===== config.mk =====
export PLATFORM = sky130hd
export DESIGN_NAME = alu_issue_stage
export DESIGN_NICKNAME = d
export VERILOG_FILES = /design/src/rtl/alu_pkg.sv /design/src/rtl/alu_op_decode.sv /design/src/rtl/alu_issue_stage.sv
export SDC_FILE = /design/constraint.sdc
export NUM_CORES = 1
export LEC_CHECK = 0
export CAP_MARGIN = 20
export CORE_AREA = 3 3 135 137
export DETAILED_ROUTE_END_ITERATION = 7
export DIE_AREA = 0 0 138 140
export DONT_BUFFER_PORTS = 1
export PLACE_DENSITY_LB_ADDON = 0.2
export SLEW_MARGIN = 20
export SYNTH_ARGS = -nofsm -noshare
export SYNTH_HDL_FRONTEND = slang
export SYNTH_SLANG_ARGS = --single-unit

===== constraint.sdc =====
create_clock -name CLK -period 2.3 [get_ports CLK]
set_clock_uncertainty 0.1 [all_clocks]
set_input_delay 0.23 -clock CLK [delete_from_list [all_inputs] [get_ports CLK]]
set_output_delay 0.23 -clock CLK [all_outputs]
set_load 0.05 [all_outputs]

===== src/rtl/alu_pkg.sv =====
// Shared ALU definitions for the RV32 integer pipeline.
// Operation codes, opcode fields and the ID->EX ALU payload.
package alu_pkg;

  localparam logic [4:0] ALU_ADD  = 5'd0;
  localparam logic [4:0] ALU_SLL  = 5'd1;
  localparam logic [4:0] ALU_SLT  = 5'd2;
  localparam logic [4:0] ALU_SLTU = 5'd3;
  localparam logic [4:0] ALU_XOR  = 5'd4;
  localparam logic [4:0] ALU_SRL  = 5'd5;
  localparam logic [4:0] ALU_OR   = 5'd6;
  localparam logic [4:0] ALU_AND  = 5'd7;
  localparam logic [4:0] ALU_SUB  = 5'd8;
  localparam logic [4:0] ALU_SRA  = 5'd13;
  localparam logic [4:0] ALU_FWD  = 5'd16;

  localparam logic [6:0] OPC_OP    = 7'b0110011;
  localparam logic [6:0] OPC_IMM   = 7'b0010011;
  localparam logic [6:0] OPC_LUI   = 7'b0110111;
  localparam logic [6:0] OPC_AUIPC = 7'b0010111;

  localparam logic [6:0] F7_BASE = 7'b0000000;
  localparam logic [6:0] F7_ALT  = 7'b0100000;

  localparam logic [2:0] F3_ADD = 3'b000;
  localparam logic [2:0] F3_SLL = 3'b001;
  localparam logic [2:0] F3_SR  = 3'b101;

  typedef struct packed {
    logic [4:0]  alu_op;
    logic [31:0] op1;
    logic [31:0] op2;
    logic [4:0]  rd;
    logic        we;
    logic        illegal;
  } alu_req_t;

endpackage


===== src/rtl/alu_op_decode.sv =====
// Combinational RV32I ALU-class decode into an ALU payload.
// Non-ALU encodings yield an illegal, non-writing ADD payload.
module alu_op_decode
  import alu_pkg::*;
(
  input  logic [31:0] instr,
  input  logic [31:0] pc,
  input  logic [31:0] rs1_data,
  input  logic [31:0] rs2_data,
  output alu_req_t    req
);

  logic [6:0]  opc;
  logic [2:0]  f3;
  logic [6:0]  f7;
  logic [31:0] imm_i;
  logic [31:0] imm_u;
  logic [31:0] shamt;
  logic        ok;
  logic [4:0]  op;
  logic [31:0] a;
  logic [31:0] b;

  assign opc   = instr[6:0];
  assign f3    = instr[14:12];
  assign f7    = instr[31:25];
  assign imm_i = {{20{instr[31]}}, instr[31:20]};
  assign imm_u = {instr[31:12], 12'b0};
  assign shamt = {27'b0, instr[24:20]};

  always_comb begin
    ok = 1'b0;
    op = ALU_ADD;
    a  = '0;
    b  = '0;
    unique case (1'b1)
      (opc == OPC_OP): begin
        a = rs1_data;
        b = rs2_data;
        if (f7 == F7_BASE) begin
          ok = 1'b1;
          op = {2'b00, f3};
        end else if (f7 == F7_ALT &&
                     (f3 == F3_ADD || f3 == F3_SR)) begin
          ok = 1'b1;
          op = {2'b01, f3};
        end
      end
      (opc == OPC_IMM): begin
        a = rs1_data;
        if (f3 == F3_SLL) begin
          ok = (f7 == F7_BASE);
          op = ALU_SLL;
          b  = shamt;
        end else if (f3 == F3_SR) begin
          // instr[30] picks arithmetic vs logical
          ok = ~instr[31] & (instr[29:25] == 5'b0);
          op = {1'b0, instr[30], f3};
          b  = shamt;
        end else begin
          ok = 1'b1;
          op = {2'b00, f3};
          b  = imm_i;
        end
      end
      (opc == OPC_LUI): begin
        ok = 1'b1;
        op = ALU_FWD;
        b  = imm_u;
      end
      (opc == OPC_AUIPC): begin
        ok = 1'b1;
        op = ALU_ADD;
        a  = pc;
        b  = imm_u;
      end
      default: ;
    endcase
  end

  always_comb begin
    req         = '0;
    req.rd      = instr[11:7];
    req.illegal = ~ok;
    if (ok) begin
      req.alu_op = op;
      req.op1    = a;
      req.op2    = b;
      req.we     = |instr[11:7];
    end
  end

endmodule


===== src/rtl/alu_issue_stage.sv =====
// ID->EX ALU issue: decode plus a 2-entry skid buffer.
// Main entry drives EX; skid absorbs one payload under stall.
module alu_issue_stage
  import alu_pkg::*;
#(
  parameter int XLEN     = 32,
  parameter int ALU_OP_W = 5
) (
  input  logic                CLK,
  input  logic                RESET,
  input  logic                FLUSH,
  input  logic                IN_VALID,
  output logic                IN_READY,
  input  logic [31:0]         INSTR,
  input  logic [XLEN-1:0]     PC,
  input  logic [XLEN-1:0]     RS1_DATA,
  input  logic [XLEN-1:0]     RS2_DATA,
  output logic                OUT_VALID,
  input  logic                OUT_READY,
  output logic [ALU_OP_W-1:0] ALU_OP,
  output logic [XLEN-1:0]     OP1,
  output logic [XLEN-1:0]     OP2,
  output logic [4:0]          RD_ADDR,
  output logic                REG_WRITE_EN,
  output logic                ILLEGAL
);

  alu_req_t dec;
  alu_req_t main_q, main_n;
  alu_req_t skid_q, skid_n;
  logic     main_v, main_vn;
  logic     skid_v, skid_vn;
  logic     rdy_q;
  logic     accept;
  logic     drain;
  logic     adv;

  alu_op_decode u_dec (
    .instr    (INSTR),
    .pc       (PC),
    .rs1_data (RS1_DATA),
    .rs2_data (RS2_DATA),
    .req      (dec)
  );

  assign accept = IN_VALID & rdy_q;
  assign drain  = main_v & OUT_READY;
  assign adv    = drain | ~main_v;

  // accept implies skid empty, so skid refill and capture never collide
  always_comb begin
    main_n  = main_q;
    skid_n  = skid_q;
    main_vn = main_v;
    skid_vn = skid_v;
    if (adv) begin
      if (skid_v) begin
        main_n  = skid_q;
        main_vn = 1'b1;
        skid_vn = 1'b0;
      end else begin
        main_vn = accept;
        if (accept) main_n = dec;
      end
    end else if (accept) begin
      skid_n  = dec;
      skid_vn = 1'b1;
    end
    if (FLUSH) begin
      main_vn = 1'b0;
      skid_vn = 1'b0;
    end
  end

  always_ff @(posedge CLK or negedge RESET) begin
    if (!RESET) begin
      main_q <= '0;
      skid_q <= '0;
      main_v <= 1'b0;
      skid_v <= 1'b0;
      rdy_q  <= 1'b0;
    end else begin
      main_q <= main_n;
      skid_q <= skid_n;
      main_v <= main_vn;
      skid_v <= skid_vn;
      rdy_q  <= ~skid_vn;
    end
  end

  assign IN_READY     = rdy_q;
  assign OUT_VALID    = main_v;
  assign ALU_OP       = main_q.alu_op;
  assign OP1          = main_q.op1;
  assign OP2          = main_q.op2;
  assign RD_ADDR      = main_q.rd;
  assign REG_WRITE_EN = main_q.we;
  assign ILLEGAL      = main_q.illegal;

endmodule


==> results.md <==
- Core footprint: 17200 um^2
- Die X: 138 um
- Slowest cell on the critical path: buf_4
- ANT nets after route: 0
- Vias/cell: 5.89
- Most frequent cells after synthesis: 180 x nand2_1, 155 x dfrtp_1, 75 x a21oi_1, 75 x nor2_1, 66 x o31ai_1
- Clock slew at reported path FFs: 60 ps
- Final setup viols: 0
- Vias in the first global route: 6522
- DP HPWL: 14200 um
- Buf/Inv on CP: 1
- Hold WS: -588 ps
- Fin cells: 1118
- Final period util: 0.842
- CP startpoint kind: flip-flop
- Fillers: 1658
- Worst rel slew slack: 0.444
- Fin. max-slew vios: 0
- DP Cell Count: 1036
- DR WL/cell: 20.6 um
- Yosys cell types: 40
- Cts hold-fix bufs: 52
- Achievable Freq: 517 MHz
- Max stage delay on crit path: 560 ps
- Initial antenna violation count: 0
- I/O Buffers: 0
- GRT Util Overall: 0.237
- Die span in y: 140 um
- Synth warn: 0
- Syn Inst Count: 870
- Worst-Skew Late Latency: 410 ps
- Initial Util: 0.444
- Layout cells sized above 1: 0.0773
- Min Tclk post-route: 1940 ps
- Worst path cell trace: nor2b_1 > nand3_4 > buf_4 > mux2_2
- # rows: 48
- IO Count: 211
- Crit path kind: reg2reg
- Delay-heaviest family, CP: buffers and inverters
- Max_cap viols: 0
- Outcome: finished with violations
- Pwr Total: 0.00714 W
- Synth Net Count: 1003
- Detailed-route wire length: 23100 um
- Worst Hold Class: in2async
- Seq/Total Area, Yosys: 0.509
- Synth async-reset ratio: 1.00
- Number of enable flip-flop cells after synthesis: 0
- Most frequent cell after synthesis: nand2_1
- Max VDD drop: 0.513 mV
- CP max FO: 73
- RePlAce Congestion: 0.819
- Nets: 1015
- Failing checks: hold timing
- Seq cells post-synth: 155
- Static leakage: 3.80 nW
- First-pass GRT wire length: 36800 um
- Area delta synth->final: 16.2%
- CTS buffer count: 17
- Power Density: 807 nW/um^2
- CTS tree: done
- 1st-pass router iterations: 5
- Yosys top cell by area: dfrtp_1
- Worst Path Arrival: 2130 ps
- Clk sink count: 155
- Syn_area_per_cell: 8.76 um^2
- DIE AREA: 19300 um^2
- Initial DRC count: 558
- Fin Setup TNS: 0 ps
- Clock tree root buffer cell: clkbuf_16
- Synthesized area: 7620 um^2
- Via count: 6583
- Largest net degree at the start of global routing: 156
- Area contributors post-synth: dfrtp_1 51%, nand2_1 8.9%, o31ai_1 6.5%
- RSZ-0062 raised after global routing: no
- Clock Tree Buf Depth: 2
- Crit. End Element: flip-flop
- DRC: 0
- Total gr overflow: 0
- Critical Path RT: 2500 ps
- Final hold vios: 155
- Dominant synthesized flop cell: dfrtp_1
- Post-synth top area share: 0.509
- Antenna cells: 0
- H-tree level count: 4
- Slew @ Worst Pin: 834 ps
[flip-flops by register name, indices dropped and copies added, names as in the netlist]
signal        count
skid_v            1
skid_q           76
OUT_VALID         1
REG_WRITE_EN      1
RD_ADDR           5
IN_READY          1
ILLEGAL           1
ALU_OP            5
OP2              32
OP1              32
[path summary, 6_finish.rpt]
path / start / cells past startpoint / slack (ps) / to
setup / recovery: OUT_VALID / 4 / 360 / skid_q[6]
hold / removal: RESET / 0 / -590 / OP2[29]
setup reg to reg: OUT_VALID / 4 / 360 / skid_q[6]
hold reg to reg: skid_q[67] / 2 / 370 / skid_q[67]
max in group asynchronous: RESET / 0 / 2360 / skid_q[16]
min in group CLK: RS1_DATA[11] / 4 / 20 / skid_q[50]
[per-layer routing]
metal  up-vias  share of wire  track usage
met2       286           0.48        0.371
met4         0          0.013       0.0562
met1      3219           0.42        0.324
met3        27          0.083       0.0744
met5         -              0            0
li1       3051              -            -
[through the flow]
stage          area (um^2)  setup WS (ps)  hold slack [ps]   util
6_report              8860            364             -588  0.516
5_1_grt               8860            291             -621  0.516
4_1_cts               8860            389             -612  0.516
3_5_place_dp          7750            351             -158  0.451
3_3_place_gp          7750            417             -157  0.451
2_1_floorplan         7620            314             -166      -
[cells by family after synthesis]
kind of cell | synth area share
flip-flops | 0.509
AO/OA/AOI/OAI | 0.248
buffers and inverters | 0.0763
AND/OR/NAND/NOR | 0.150
multiplexers | 0.0154
XOR/XNOR | 0.00115
[cells in the final DEF, fill, tap and decap left out, drive strengths merged]
| master | Yosys | final |
|---|---|---|
| dfrtp | 155 | 155 |
| o211a | 1 | 1 |
| nand4b | 2 | 2 |
| nor3 | 4 | 4 |
| o22ai | 65 | 65 |
| nor4 | 1 | 1 |
| nor2b | 2 | 2 |
| xor2 | 1 | 1 |
| buf | 22 | 20 |
| nand2 | 181 | 181 |
| a41o | 1 | 1 |
| mux2i | 5 | 5 |
| o21a | 3 | 3 |
| clkinvlp | 0 | 3 |
| mux2 | 6 | 6 |
| inv | 53 | 54 |
| nand2b | 3 | 3 |
| nand3b | 1 | 1 |
| a21oi | 77 | 77 |
| nand3 | 8 | 8 |
| dlygate4sd3 | 0 | 51 |
| or4 | 1 | 1 |
| a311o | 1 | 1 |
| clkinv | 0 | 5 |
| or3 | 2 | 2 |
| and3 | 1 | 1 |
| a22o | 7 | 7 |
| o211ai | 2 | 2 |
| o21ai | 48 | 48 |
| bufinv | 0 | 3 |
| clkbuf | 56 | 18 |
| o31ai | 66 | 66 |
| a221o | 19 | 19 |
| a31oi | 1 | 1 |
| nor2 | 75 | 75 |
[cell type report]
class                   instances  area, um^2  share of cell area
clock buffers                  18         429              0.0485
clock inverters                12         150              0.0170
inverters                      53         199              0.0225
multi-input cells             584        3190               0.361
flip-flops and latches        155        3880               0.438
well taps                     225         282              0.0318
repair buffers                 71         723              0.0817
[report_power, final]
| group | switching [W] | internal (W) |
|---|---|---|
| sequential | 0.000750 | 0.00291 |
| clock | 0.00112 | 0.00169 |
| combinational | 0.000382 | 0.000297 |
| total | 0.00225 | 0.00489 |
[what timing repair did]
item                       CTS  global route
hold endpoints to repair   260           155
resized for setup            0             0
buffers inserted             0             0
setup endpoints to repair    0             0
Note: power is estimated with default switching activity, not from simulation.
